$ cat src/rtl/gh_sum_pkg.sv
// Shared constants, tree-sizing helpers and accumulator state encoding
// for the Gaussian x histogram weight-sum pipeline.
package gh_sum_pkg;

  localparam int GH_N_IN  = 121;
  localparam int GH_IN_W  = 13;
  localparam int GH_ACC_W = 20;

  // Number of pairwise adder levels needed to reduce n weights to one.
  function automatic int levels(input int n);
    return (n <= 1) ? 0 : $clog2(n);
  endfunction

  // Number of elements present at tree level k when starting from n.
  function automatic int nodes(input int n, input int k);
    int c;
    c = n;
    for (int i = 0; i < k; i++) begin
      c = (c + 1) / 2;
    end
    return c;
  endfunction

  typedef enum logic {
    ST_IDLE  = 1'b0,
    ST_ACCUM = 1'b1
  } state_t;

endpackage

$ cat src/rtl/gh_sum_pipe_add_stage.sv
// One registered level of the adder tree: adjacent pairs are summed,
// an unpaired last element is passed through zero-extended.
module gh_add_stage #(
  parameter int N = 2,
  parameter int W = 8
) (
  input  logic                           clk,
  input  logic [N*W-1:0]                 data,
  output logic [((N+1)/2)*(W+1)-1:0]     sums
);

  localparam int NO = (N + 1) / 2;

  logic [NO*(W+1)-1:0] sums_next;

  genvar gi;
  generate
    for (gi = 0; gi < NO; gi++) begin : g_node
      if (2*gi + 1 < N) begin : g_pair
        assign sums_next[gi*(W+1) +: W+1] =
          {1'b0, data[2*gi*W +: W]} + {1'b0, data[(2*gi+1)*W +: W]};
      end else begin : g_pass
        assign sums_next[gi*(W+1) +: W+1] = {1'b0, data[2*gi*W +: W]};
      end
    end
  endgenerate

  // Level register; data path needs no reset since validity travels separately.
  always_ff @(posedge clk) begin
    sums <= sums_next;
  end

endmodule

$ cat src/rtl/gh_sum_pipe.sv
// Streaming weight-sum: registered adder tree per beat, then a windowed
// saturating accumulator that presents a held total with a valid pulse.
module gh_sum_pipe
  import gh_sum_pkg::*;
#(
  parameter int N_IN  = GH_N_IN,
  parameter int IN_W  = GH_IN_W,
  parameter int ACC_W = GH_ACC_W
) (
  input  logic                 clk,
  input  logic                 rst,
  input  logic [N_IN*IN_W-1:0] gh_in,
  input  logic                 in_valid,
  input  logic                 in_first,
  input  logic                 in_last,
  output logic [ACC_W-1:0]     out_sum,
  output logic                 out_valid,
  output logic                 out_ovf
);

  localparam int LEVELS = levels(N_IN);
  localparam int TW     = IN_W + LEVELS;

  genvar gi;

  generate
    if (ACC_W < IN_W + LEVELS) begin : g_width_check
      $error("gh_sum_pipe: ACC_W too narrow for the full tree sum");
    end
  endgenerate

  // Adder tree: level 0 is the raw input, each later level is one registered stage.
  generate
    for (gi = 0; gi <= LEVELS; gi++) begin : g_tree
      localparam int NK = nodes(N_IN, gi);
      localparam int WK = IN_W + gi;
      logic [NK*WK-1:0] sums;
      if (gi == 0) begin : g_root
        assign sums = gh_in;
      end else begin : g_level
        gh_add_stage #(
          .N (nodes(N_IN, gi - 1)),
          .W (WK - 1)
        ) u_stage (
          .clk  (clk),
          .data (g_tree[gi-1].sums),
          .sums (sums)
        );
      end
    end
  endgenerate

  logic [TW-1:0] tree_out;
  assign tree_out = g_tree[LEVELS].sums;

  logic tvalid;
  logic tfirst;
  logic tlast;

  // Beat qualifiers ride alongside the tree so they line up with tree_out.
  generate
    if (LEVELS == 0) begin : g_nopipe
      assign tvalid = in_valid;
      assign tfirst = in_valid & in_first;
      assign tlast  = in_valid & in_last;
    end else begin : g_pipe
      logic [LEVELS-1:0] v_reg;
      logic [LEVELS-1:0] f_reg;
      logic [LEVELS-1:0] l_reg;
      // Shift register of valid/first/last; first/last are masked by valid on entry.
      always_ff @(posedge clk) begin
        if (rst) begin
          v_reg <= '0;
          f_reg <= '0;
          l_reg <= '0;
        end else begin
          v_reg[0] <= in_valid;
          f_reg[0] <= in_valid & in_first;
          l_reg[0] <= in_valid & in_last;
          for (int i = 1; i < LEVELS; i++) begin
            v_reg[i] <= v_reg[i-1];
            f_reg[i] <= f_reg[i-1];
            l_reg[i] <= l_reg[i-1];
          end
        end
      end
      assign tvalid = v_reg[LEVELS-1];
      assign tfirst = f_reg[LEVELS-1];
      assign tlast  = l_reg[LEVELS-1];
    end
  endgenerate

  state_t             state_reg, state_next;
  logic [ACC_W-1:0]   acc_reg, acc_next;
  logic               ovf_reg, ovf_next;
  logic [ACC_W-1:0]   out_sum_reg, out_sum_next;
  logic               out_ovf_reg, out_ovf_next;
  logic               out_valid_reg, out_valid_next;
  logic [ACC_W:0]     sum_wide;
  logic [ACC_W-1:0]   tree_ext;

  assign tree_ext = ACC_W'(tree_out);

  // Accumulator FSM: open/extend the window, saturate on overflow, emit on last.
  always_comb begin
    state_next     = state_reg;
    acc_next       = acc_reg;
    ovf_next       = ovf_reg;
    out_sum_next   = out_sum_reg;
    out_ovf_next   = out_ovf_reg;
    out_valid_next = 1'b0;
    sum_wide       = {1'b0, acc_reg} + {1'b0, tree_ext};
    if (tvalid) begin
      if (tfirst || state_reg == ST_IDLE) begin
        // A beat without first while idle starts a window as well.
        acc_next = tree_ext;
        ovf_next = 1'b0;
      end else if (sum_wide[ACC_W]) begin
        acc_next = '1;
        ovf_next = 1'b1;
      end else begin
        acc_next = sum_wide[ACC_W-1:0];
      end
      state_next = ST_ACCUM;
      if (tlast) begin
        out_sum_next   = acc_next;
        out_ovf_next   = ovf_next;
        out_valid_next = 1'b1;
        state_next     = ST_IDLE;
      end
    end
  end

  // Accumulator and held-result registers.
  always_ff @(posedge clk) begin
    if (rst) begin
      state_reg     <= ST_IDLE;
      acc_reg       <= '0;
      ovf_reg       <= 1'b0;
      out_sum_reg   <= '0;
      out_ovf_reg   <= 1'b0;
      out_valid_reg <= 1'b0;
    end else begin
      state_reg     <= state_next;
      acc_reg       <= acc_next;
      ovf_reg       <= ovf_next;
      out_sum_reg   <= out_sum_next;
      out_ovf_reg   <= out_ovf_next;
      out_valid_reg <= out_valid_next;
    end
  end

  assign out_sum   = out_sum_reg;
  assign out_ovf   = out_ovf_reg;
  assign out_valid = out_valid_reg;

endmodule
$ cat config.mk
export PLATFORM = sky130hd
export DESIGN_NAME = gh_sum_pipe
export DESIGN_NICKNAME = d
export VERILOG_FILES = /design/src/rtl/gh_sum_pkg.sv /design/src/rtl/gh_sum_pipe_add_stage.sv /design/src/rtl/gh_sum_pipe.sv
export SDC_FILE = /design/constraint.sdc
export NUM_CORES = 2
export LEC_CHECK = 0
export ABC_AREA = 1
export CORE_AREA = 4 4 624 626
export CTS_BUF_LIST = sky130_fd_sc_hd__clkbuf_4
export DETAILED_ROUTE_END_ITERATION = 10
export DIE_AREA = 0 0 628 630
export MAX_ROUTING_LAYER = met4
export PLACE_DENSITY = 0.44
export SLEW_MARGIN = 15
export SYNTH_ARGS = -nofsm -noshare
export SYNTH_HDL_FRONTEND = slang
export SYNTH_SLANG_ARGS = --single-unit
$ cat constraint.sdc
create_clock -name clk -period 4.27 [get_ports clk]
set_input_delay 1.0675 -clock clk [delete_from_list [all_inputs] [get_ports clk]]
set_output_delay 1.0675 -clock clk [all_outputs]
set_load 0.02 [all_outputs]
==> impl_metrics.yaml <==
critical_path:
  start_kind: "flop"
  cp_max_fo: 2
  r2r_setup_slack_ns: 1.40
  max_stage_delay_ns: 0.65
  cp_top_family: "buffers and inverters"
  rr_worst_depth: 8
  crit_arrival_ns: 2.53
  crit_path_end_kind: "primary output"
  timing.rr.start: "acc_reg[0]"
  worst_r2r_endpoint: "out_sum[11]"
  critPathBufInv: 1
  cp_cell_sequence: "clkdlybuf4s50_1"
  required_ns: 3.20
  critPathSlowestCell: "clkdlybuf4s50_1"
  critical_path_class: "reg2out"
yosys:
  synth_compound_area_share_pct: 14.7
  synth-simple-area-share_pct: 14.1
  post-synth-top-area-cell: "dfxtp_1"
  synthArstFlopShare_pct: 0
  yosysUniqueCellTypes: 47
  synth-adder-area-share_pct: 21.0
  synth_ff_type: "dfxtp_1"
  synth_top_family_by_area: "adder cells"
  synthTopCellsByArea: "dfxtp_1 (34%), ha_1 (19%), nand2_1 (7.2%), xor2_1 (6.8%), a21oi_1 (6.5%)"
  avgSynthCellArea_um2: 8.37
  syn_inst: 13400
  ys_ff_latch: 1900
  ys_seq_area_share_pct: 33.8
  syn-num-nets: 16800
  synth_xor_area_share_pct: 11.1
  netlist_area_um2: 112000
  synth_edf_count: 0
  netlist.area_leader.share_pct: 33.8
  synthMuxAreaShare_pct: 0
  yosysWarnings: 0
clock_network:
  cts_tree: "yes"
  clk_latency_ns: 1.46
  clock-sinks: 1900
  post_cts_resized: 0
  cts_root_buf: "clkbuf_4"
  cts-buffers-inserted: 558
  htreeDepth: 6
  cts_buffer_depth: 4
  clk_pin_slew_ns: 0.07
worst_hold_path:
  hold_depth: 2
  worst_hold_startpoint: "gh_in[65]"
  hold_end: "g_tree[1].g_level.u_stage.sums[28]"
  hp-class: "in2reg"
global_routing:
  gr-usage-met2_pct: 35.1
  top_usage_layer: "met2"
  grtUsageMet3_pct: 3.36
  grt.met1_usage_pct: 23.4
  track_usage_pct: 19.9
  grt-ovfl-total: 0
  antenna_found_initial: 107
  grt_max_degree: 45
  grt_pass1_wl_mm: 595
  grt_pass1_vias: 100000
outcome:
  status: "finished, final reports clean"
layout:
  layout-area-overhead-vs-synth_pct: 26.6
  largest_register_ffs: 1835
  num-nets-final: 19000
  layout-drive-gt1-share_pct: 6.02
  final.fill_count: 40200
floorplanning:
  dieWidth_um: 628
  fp.coreArea_um2: 384000
  die_area_um2: 396000
  die_y_um: 630
  io-pin-count: 1600
  initial_core_util_pct: 29.3
  rows: 228
power:
  switchingPower_uw: 43900
  leakage_uw: 0.0668
  power_frac_clock_pct: 17.4
  cell_internal_pwr_uw: 54400
  swShare_pct: 44.7
  power_density_nw_per_um2: 691
  power.share.sequential_pct: 29.3
  ir_drop_v: 0.000409
  power_frac_comb_pct: 53.3
placed_design:
  dp_hpwl_mm: 343
  io_buffer_count: 1599
  gp_congestion: 0.912
  pre_cts_ws_ns: 0.608
route:
  wl_per_cell_um: 18.7
  vias_per_cell: 4.55
  drt_iter0_drc: 3886
  drc: 0
  first_pass_iters: 8
  dr_total_vias: 96200
  wirelength_mm: 396
  ant_nets: 0
timing:
  worstMarginPinSlew_ns: 1.02
  setup_slack_ns: 0.674
  fmax_mhz: 278
  layout_min_cycle_time_ns: 3.60
  fin_crit_sh_pct: 84.2
  final_max_slew_viol_count: 0
  setup_violations: 0
  hold_viol: 0
  skew_ns: 0.0872
  fin_tns_setup_ns: 0
  timing.slew.headroom_pct: 31.6
  rsz0062_at_grt: "no"
flow_run:
  drv_cap: 0
[worst max-delay path by stage]
stage                           start                                  end  depth (start not counted)  slack (ns)
after floorplan           gh_in[1248]  g_tree[1].g_level.u_stage.sums[682]                          8        1.69
after CTS                 out_sum[13]                          out_sum[13]                          1        0.31
after detailed placement  gh_in[1040]  g_tree[1].g_level.u_stage.sums[570]                          9        0.61
after global routing      out_sum[13]                          out_sum[13]                          1        0.43
final                     out_sum[13]                          out_sum[13]                          1        0.67
after global placement    gh_in[1053]  g_tree[1].g_level.u_stage.sums[570]                          9        0.57
[layer usage]
metal | vias to the layer above | wire [um]
met2 | 1918 | 198000
met5 | - | 0
li1 | 50200 | -
met1 | 43600 | 172000
met3 | 516 | 16800
met4 | 0 | 9200
[power by group through the flow]
stage | Clock [uW] | Combinational [uW] | Sequential, uW
after floorplan | 0 | 37100 | 26900
after detailed placement | 0 | 53100 | 29400
after global routing | 19000 | 59800 | 29500
after CTS | 18100 | 53600 | 29100
after global placement | 0 | 53400 | 29500
final | 17100 | 52500 | 28800
[Yosys cell counts (14+ instances only)]
cell and instances:
a21oi_1 1463, nand4_1 139, nand2_1 2168, fa_1 121, o21ai_1 40, a21o_1 66
o2111ai_1 34, inv_1 1542, nor3_1 65, dfxtp_1 1900, ha_1 1693, o21ai_2 72
o31ai_1 59, nor2_1 678, o21ai_0 634, xnor2_1 549, clkbuf_1 14, a211oi_1 71
o21bai_1 183, xor2_1 879, nand3_1 721, a31oi_1 87, a21boi_0 145
[cells by family after synthesis]
kind of cell,count (synthesis)
AO/OA/AOI/OAI,2903
XOR/XNOR,1428
adder cells (fa/ha/maj),1814
buffers and inverters,1561
flip-flops,1900
AND/OR/NAND/NOR,3821
[final cells by class]
cell class / instances / area (um2) / area share [%]
Tap cell: 5060 / 6330 / 4.45
Clock inverter: 200 / 1240 / 0.869
Multi-Input combinational cell: 9966 / 68500 / 48.1
Sequential cell: 1900 / 38000 / 26.7
Timing Repair Buffer: 1655 / 16600 / 11.6
Antenna cell: 89 / 223 / 0.156
Clock buffer: 753 / 5650 / 3.97
Inverter: 1545 / 5800 / 4.07
[timing repair]
item	4_1_cts	5_1_grt
hold buffers	50	0
endpoints found under the hold margin	35	0
setup buffers	0	0
[cell usage in the layout (no fill, tap or decap), types with 8 or more instances in the layout]
master | Yosys | layout
o2111ai_1 | 34 | 34
a21boi_0 | 145 | 145
inv_2 | 3 | 22
a21oi_1 | 1463 | 1463
bufinv_16 | 0 | 14
nor3_1 | 65 | 65
clkbuf_4 | 0 | 753
diode_2 | 0 | 89
clkinvlp_4 | 0 | 15
nor2_1 | 678 | 678
o21a_1 | 13 | 13
a21o_1 | 66 | 66
a211oi_1 | 71 | 71
and3_1 | 9 | 9
fa_1 | 121 | 121
o21ai_0 | 634 | 634
xnor2_1 | 549 | 549
o22ai_2 | 9 | 9
clkinv_2 | 0 | 42
a31oi_1 | 87 | 87
o21ai_2 | 72 | 72
clkinv_1 | 0 | 108
dlygate4sd3_1 | 0 | 50
o31ai_1 | 59 | 59
nand4_1 | 139 | 139
or2_2 | 8 | 8
nand3b_1 | 10 | 10
o211ai_1 | 9 | 9
dfxtp_1 | 1900 | 1900
nand2_1 | 2168 | 2168
inv_1 | 1542 | 1542
clkdlybuf4s50_1 | 0 | 1599
nand3_1 | 721 | 721
xor2_1 | 879 | 879
o21ai_1 | 40 | 40
ha_1 | 1693 | 1693
o21bai_1 | 183 | 183
[per-stage QoR]
stage / hold slack, ns / util [%] / cells / area, um2 / total power (uW)
2_1_floorplan: 0.310 / - / 13400 / 112000 / 64000
3_3_place_gp: 0.310 / 35.1 / 20100 / 135000 / 82900
3_5_place_dp: 0.312 / 35.1 / 20100 / 135000 / 82500
4_1_cts: 0.00129 / 37.0 / 21100 / 142000 / 101000
5_1_grt: 0.0729 / 37.0 / 21200 / 142000 / 108000
6_report: 0.301 / 37.0 / 21200 / 142000 / 98400
No activity file was read; power rests on OpenSTA's default activity.
